`config.mk`:
```
export PLATFORM = sky130hd
export DESIGN_NAME = instr_encoder_flat
export DESIGN_NICKNAME = d
export VERILOG_FILES = /design/src/rtl/instr_encoder_if.sv /design/src/rtl/instr_encoder.sv /design/src/flat_wrapper.sv
export SDC_FILE = /design/constraint.sdc
export NUM_CORES = 1
export LEC_CHECK = 0
export BUFFER_PORTS_ARGS = -buffer_cell sky130_fd_sc_hd__buf_4
export CORE_ASPECT_RATIO = 0.75
export CORE_MARGIN = 4
export CORE_UTILIZATION = 55
export CTS_CLUSTER_SIZE = 40
export DETAILED_ROUTE_END_ITERATION = 12
export PLACE_DENSITY = 0.78
export SLEW_MARGIN = 15
export SYNTH_ARGS = -nofsm -noshare
export SYNTH_HDL_FRONTEND = slang
export SYNTH_SLANG_ARGS = --single-unit
```
`constraint.sdc`:
```
create_clock -name IE_clock -period 3.1 [get_ports IE_clock]
set_input_delay 0.62 -clock IE_clock [delete_from_list [all_inputs] [get_ports IE_clock]]
set_output_delay 0.62 -clock IE_clock [all_outputs]
set_load 0.05 [all_outputs]
```
`src/rtl/instr_encoder_if.sv`:
```
// Field/word handshake bundle for the instruction encoder.
// Master drives triples and consumes words; slave is the encoder.
interface instr_encoder_if;
    logic        in_valid;
    logic        in_ready;
    logic [3:0]  opcode;
    logic [5:0]  parameter1;
    logic [5:0]  parameter2;
    logic [15:0] IE_instruction;
    logic        out_valid;
    logic        out_ready;

    modport master (
        output in_valid,
        output opcode,
        output parameter1,
        output parameter2,
        output out_ready,
        input  in_ready,
        input  IE_instruction,
        input  out_valid
    );

    modport slave (
        input  in_valid,
        input  opcode,
        input  parameter1,
        input  parameter2,
        input  out_ready,
        output in_ready,
        output IE_instruction,
        output out_valid
    );
endinterface

```
`src/rtl/instr_encoder.sv`:
```
// Instruction encoder / issue buffer: packs field triples into
// 16-bit words, drops illegal opcodes, queues words in a show-ahead FIFO.
module instr_encoder #(
    parameter int         DEPTH      = 4,
    parameter logic [3:0] MAX_OPCODE = 4'd11
) (
    input  logic                     IE_clock,
    input  logic                     IE_reset,
    instr_encoder_if.slave           bus,
    input  logic                     clr_err,
    output logic [$clog2(DEPTH):0]   fifo_count,
    output logic                     illegal_op,
    output logic [15:0]              issued_count
);

    localparam int AW = $clog2(DEPTH);
    localparam int CW = AW + 1;
    localparam logic [CW-1:0] FULL_CNT = CW'(DEPTH);

    logic [15:0]   mem [DEPTH];
    logic [AW-1:0] wr_ptr;
    logic [AW-1:0] rd_ptr;
    logic [CW-1:0] count;
    logic [CW-1:0] count_nxt;

    logic          accept;
    logic          legal;
    logic          push;
    logic          pop;
    logic          not_empty;
    logic [15:0]   word;

    // Handshake qualifiers; in_ready depends only on stored state.
    always_comb begin
        not_empty    = (count != '0);
        bus.in_ready = (count != FULL_CNT);
        legal        = (bus.opcode <= MAX_OPCODE);
        accept       = bus.in_valid && bus.in_ready;
        push         = accept && legal;
        pop          = not_empty && bus.out_ready;
        word         = {bus.opcode, bus.parameter1, bus.parameter2};
    end

    // Occupancy bookkeeping for simultaneous push/pop.
    always_comb begin
        count_nxt = count;
        if (push && !pop) begin
            count_nxt = count + CW'(1);
        end else if (pop && !push) begin
            count_nxt = count - CW'(1);
        end
    end

    // Pointer and occupancy registers.
    always_ff @(posedge IE_clock or posedge IE_reset) begin
        if (IE_reset) begin
            wr_ptr <= '0;
            rd_ptr <= '0;
            count  <= '0;
        end else begin
            if (push) begin
                wr_ptr <= wr_ptr + AW'(1);
            end
            if (pop) begin
                rd_ptr <= rd_ptr + AW'(1);
            end
            count <= count_nxt;
        end
    end

    // Storage array; contents are masked at the output when empty.
    always_ff @(posedge IE_clock) begin
        if (push) begin
            mem[wr_ptr] <= word;
        end
    end

    // Sticky illegal-opcode flag; a new illegal accept beats a clear.
    always_ff @(posedge IE_clock or posedge IE_reset) begin
        if (IE_reset) begin
            illegal_op <= 1'b0;
        end else if (accept && !legal) begin
            illegal_op <= 1'b1;
        end else if (clr_err) begin
            illegal_op <= 1'b0;
        end
    end

    // Running count of words handed downstream, wraps at 16 bits.
    always_ff @(posedge IE_clock or posedge IE_reset) begin
        if (IE_reset) begin
            issued_count <= '0;
        end else if (pop) begin
            issued_count <= issued_count + 16'd1;
        end
    end

    // Show-ahead head presentation; zero whenever nothing is stored.
    always_comb begin
        bus.out_valid      = not_empty;
        bus.IE_instruction = not_empty ? mem[rd_ptr] : 16'h0000;
        fifo_count         = count;
    end

endmodule

```
`src/flat_wrapper.sv`:
```
// flat-port wrapper written by rule: the top's interface ports become plain ports
module instr_encoder_flat 
#(
    parameter int         DEPTH      = 4,
    parameter logic [3:0] MAX_OPCODE = 4'd11
)
  (IE_clock, IE_reset, clr_err, fifo_count, illegal_op, issued_count, bus_in_valid, bus_opcode, bus_parameter1, bus_parameter2, bus_out_ready, bus_in_ready, bus_IE_instruction, bus_out_valid);
  instr_encoder_if bus_i ();
  input  logic IE_clock;
  input  logic IE_reset;
  input  logic clr_err;
  output logic [$clog2(DEPTH):0] fifo_count;
  output logic illegal_op;
  output logic [15:0] issued_count;
  input wire logic [$bits(bus_i.in_valid)-1:0] bus_in_valid;
  input wire logic [$bits(bus_i.opcode)-1:0] bus_opcode;
  input wire logic [$bits(bus_i.parameter1)-1:0] bus_parameter1;
  input wire logic [$bits(bus_i.parameter2)-1:0] bus_parameter2;
  input wire logic [$bits(bus_i.out_ready)-1:0] bus_out_ready;
  output wire logic [$bits(bus_i.in_ready)-1:0] bus_in_ready;
  output wire logic [$bits(bus_i.IE_instruction)-1:0] bus_IE_instruction;
  output wire logic [$bits(bus_i.out_valid)-1:0] bus_out_valid;
  assign bus_i.in_valid = bus_in_valid;
  assign bus_i.opcode = bus_opcode;
  assign bus_i.parameter1 = bus_parameter1;
  assign bus_i.parameter2 = bus_parameter2;
  assign bus_i.out_ready = bus_out_ready;
  assign bus_in_ready = bus_i.in_ready;
  assign bus_IE_instruction = bus_i.IE_instruction;
  assign bus_out_valid = bus_i.out_valid;
  instr_encoder #(.DEPTH(DEPTH), .MAX_OPCODE(MAX_OPCODE)) u_core (.IE_clock(IE_clock), .IE_reset(IE_reset), .bus(bus_i), .clr_err(clr_err), .fifo_count(fifo_count), .illegal_op(illegal_op), .issued_count(issued_count));
endmodule
```
==> out/results.ini <==
[die]
ios=59
core_area_um2=6287
die_y_um=77.77
row_count=25
fp.dieArea_um2=7857
die_w_um=101.0
initial_core_util=0.5678

[clock_network]
cts_tree=built
hold_buffers=0
post-cts-setup-buffers=0
cts.repair.resized=0
cts_sinks=88
htree_levels=3
ctsRootBufferMaster=clkbuf_8
cts_max_path_buffers=2
clk_latency_ps=350
numCtsBuffers=9
clkTransAtPathRegs_ps=80

[synthesis]
ys_top_cells_by_area=edfxtp_1, dfrtp_1, mux4_2, xnor2_1, nor2b_1
yosysWarnings=0
yosys_most_used_dff=edfxtp_1
synth_edf_count=64
synth_cell_types=29
syn_inst=200
async_flop_share=0.2727
synth.top_cell.area_share=0.5384
synthesis.nets=228
synth-seq-cells=88
synth_commonest_cells=edfxtp_1, dfrtp_1, xnor2_1
synth.most_common_cell=edfxtp_1
yosysTopAreaCell=edfxtp_1
synth_area_per_cell_um2=17.85
netlist_area_um2=3570
seq_area_frac_synth=0.7066

[sta]
timing.fmax_ghz=0.4135
drv_slew=0
clock_skew_ps=8.038
hold_viol_final=0
min_period_ps=2418
tns_ps=0
fin_crit_sh=0.7801
worst_pin_slew_ps=910.8
setup_viol=0
rsz0062_at_grt=false
relSlewSlack=0.3921

[finish]
n_antenna_cell=0
fillerInstances=424
layout.nets=300
drive_gt1_frac=0.3791
syn2layout_area_growth_pct=21.49
stdcell_area_um2=4337

[worst_setup_path]
crit_top_cell=buf_4
cp_slowest_stage_delay_ps=510
worstPathCellList=buf_4 -> mux4_2 -> nor2b_1 -> buf_4
path_max_fanout=10
cp-end-kind=output pin
critical-path-top-delay-family=multiplexers
cp-start-kind=flop
crit_slowest_cell=mux4_2
crit_required_ps=2480
critPathKind=flop to output pin
critPathArrivalTime_ps=1800
critPathBufInv=2

[grt]
grt_max_degree=25
grt_antenna_before_repair=0
grt_overflow=0
grt_pass1_vias=1945
grt_usage=0.1742
grt_pass1_wl_um=10090

[drt]
drc_errors=0
ant_nets=0
dr.pass1.iters=4
first_iter_violations=131
wl_per_cell_um=17.38
via_per_inst=5.198
dr_total_vias=1861
wl_um=6223

[power]
p_per_area_nw_per_um2=1044
vdd_ir_drop_max_v=0.0005988
leakage_nw=1.676

[placement]
place_hpwl_um=4307
place_congestion=0.7667
portBuffers=58
post_dp_cell_area_um2=4141

[run_status]
status=complete, no violations

[worst_hold_path]
hold_class=input pin to asynchronous set/reset pin

[job]
cap_violations=0

-- per-stage QoR --
step	instances	hold WS, ps	power [mW]	util	setup WS [ps]
floorplan	200	534.0	3.191	-	424.0
global placement	342	463.9	3.788	0.6587	948.7
detailed placement	342	471.5	3.819	0.6587	884.0
CTS	358	451.9	4.575	0.6898	638.8
global route	358	441.8	4.763	0.6898	546.0
finish	358	468.2	4.526	0.6898	681.7
-- power breakdown --
part	internal [mW]	leakage, nW	switching [mW]	total [mW]
Clock	0.372	0.0933	0.388	0.760
Combinational	0.763	0.694	1.37	2.13
Sequential	1.50	0.889	0.137	1.64
Total	2.63	1.68	1.89	4.53
-- flip-flops by register name, summed over array words and instances (netlist names) --
name and cells:
u_core.issued_count 16, u_core.wr_ptr 2, u_core.fifo_count 3, u_core.rd_ptr 2, u_core.mem 64, u_core.illegal_op 1
-- area by class of cell --
cell class,instances,area (um^2),area share
repair buffers,66,495.5,0.1143
flip-flops and latches,88,2522,0.5817
well taps,81,101.3,0.02337
clock inverters,7,71.32,0.01645
clock buffers,9,123.9,0.02856
multi-input cells,99,992.2,0.2288
inverters,8,30.03,0.006924
-- logic make-up after synthesis --
| logic type | count (synthesis) | share of synthesized area |
|---|---|---|
| AOI/OAI and AO/OA | 2 | 0.004208 |
| xor gates and xnor gates | 21 | 0.05152 |
| adders and majority gates | 7 | 0.02664 |
| buffers and inverters | 13 | 0.01542 |
| DFF | 88 | 0.7066 |
| muxes | 18 | 0.1073 |
| and+or+nand+nor | 51 | 0.08833 |
-- cells in the final DEF (no fill, tap or decap), drive strengths merged --
cell / n
xnor2: 17
nor4: 2
or3b: 1
buf: 66
nor2: 3
xor2: 4
and2: 4
nand4: 5
clkinvlp: 2
nand2: 12
clkbuf: 9
a21oi: 1
dfrtp: 24
ha: 6
mux4: 16
and4: 1
nor3: 1
o22ai: 1
fa: 1
edfxtp: 64
and2b: 1
bufinv: 1
inv: 9
mux2: 2
nand3: 4
clkinv: 3
and3: 1
nor2b: 16
-- routing by layer --
| metal | track usage | routed length (um) | vias to the layer above | share of wire |
|---|---|---|---|---|
| met5 | 0 | 0 | - | 0 |
| met4 | 0.05179 | 45 | 0 | 0.0072 |
| met3 | 0.06020 | 429 | 4 | 0.069 |
| met2 | 0.2602 | 3040 | 52 | 0.49 |
| met1 | 0.2443 | 2707 | 918 | 0.43 |
| li1 | - | - | 887 | - |
-- worst paths after layout --
| kind | start | endpoint | slack [ps] | depth (start not counted) |
|---|---|---|---|---|
| setup / recovery | u_core.rd_ptr[0] | bus_IE_instruction[14] | 680 | 4 |
| hold / removal | IE_reset | u_core.issued_count[12] | 470 | 2 |
| setup reg to reg | u_core.fifo_count[0] | u_core.fifo_count[2] | 930 | 9 |
| hold reg to reg | u_core.issued_count[15] | u_core.issued_count[15] | 490 | 1 |
| max in group asynchronous | IE_reset | u_core.illegal_op | 2070 | 2 |
| min in group IE_clock | bus_parameter2[0] | u_core.mem[0][0] | 470 | 1 |
Note: power is estimated with default switching activity, not from simulation.
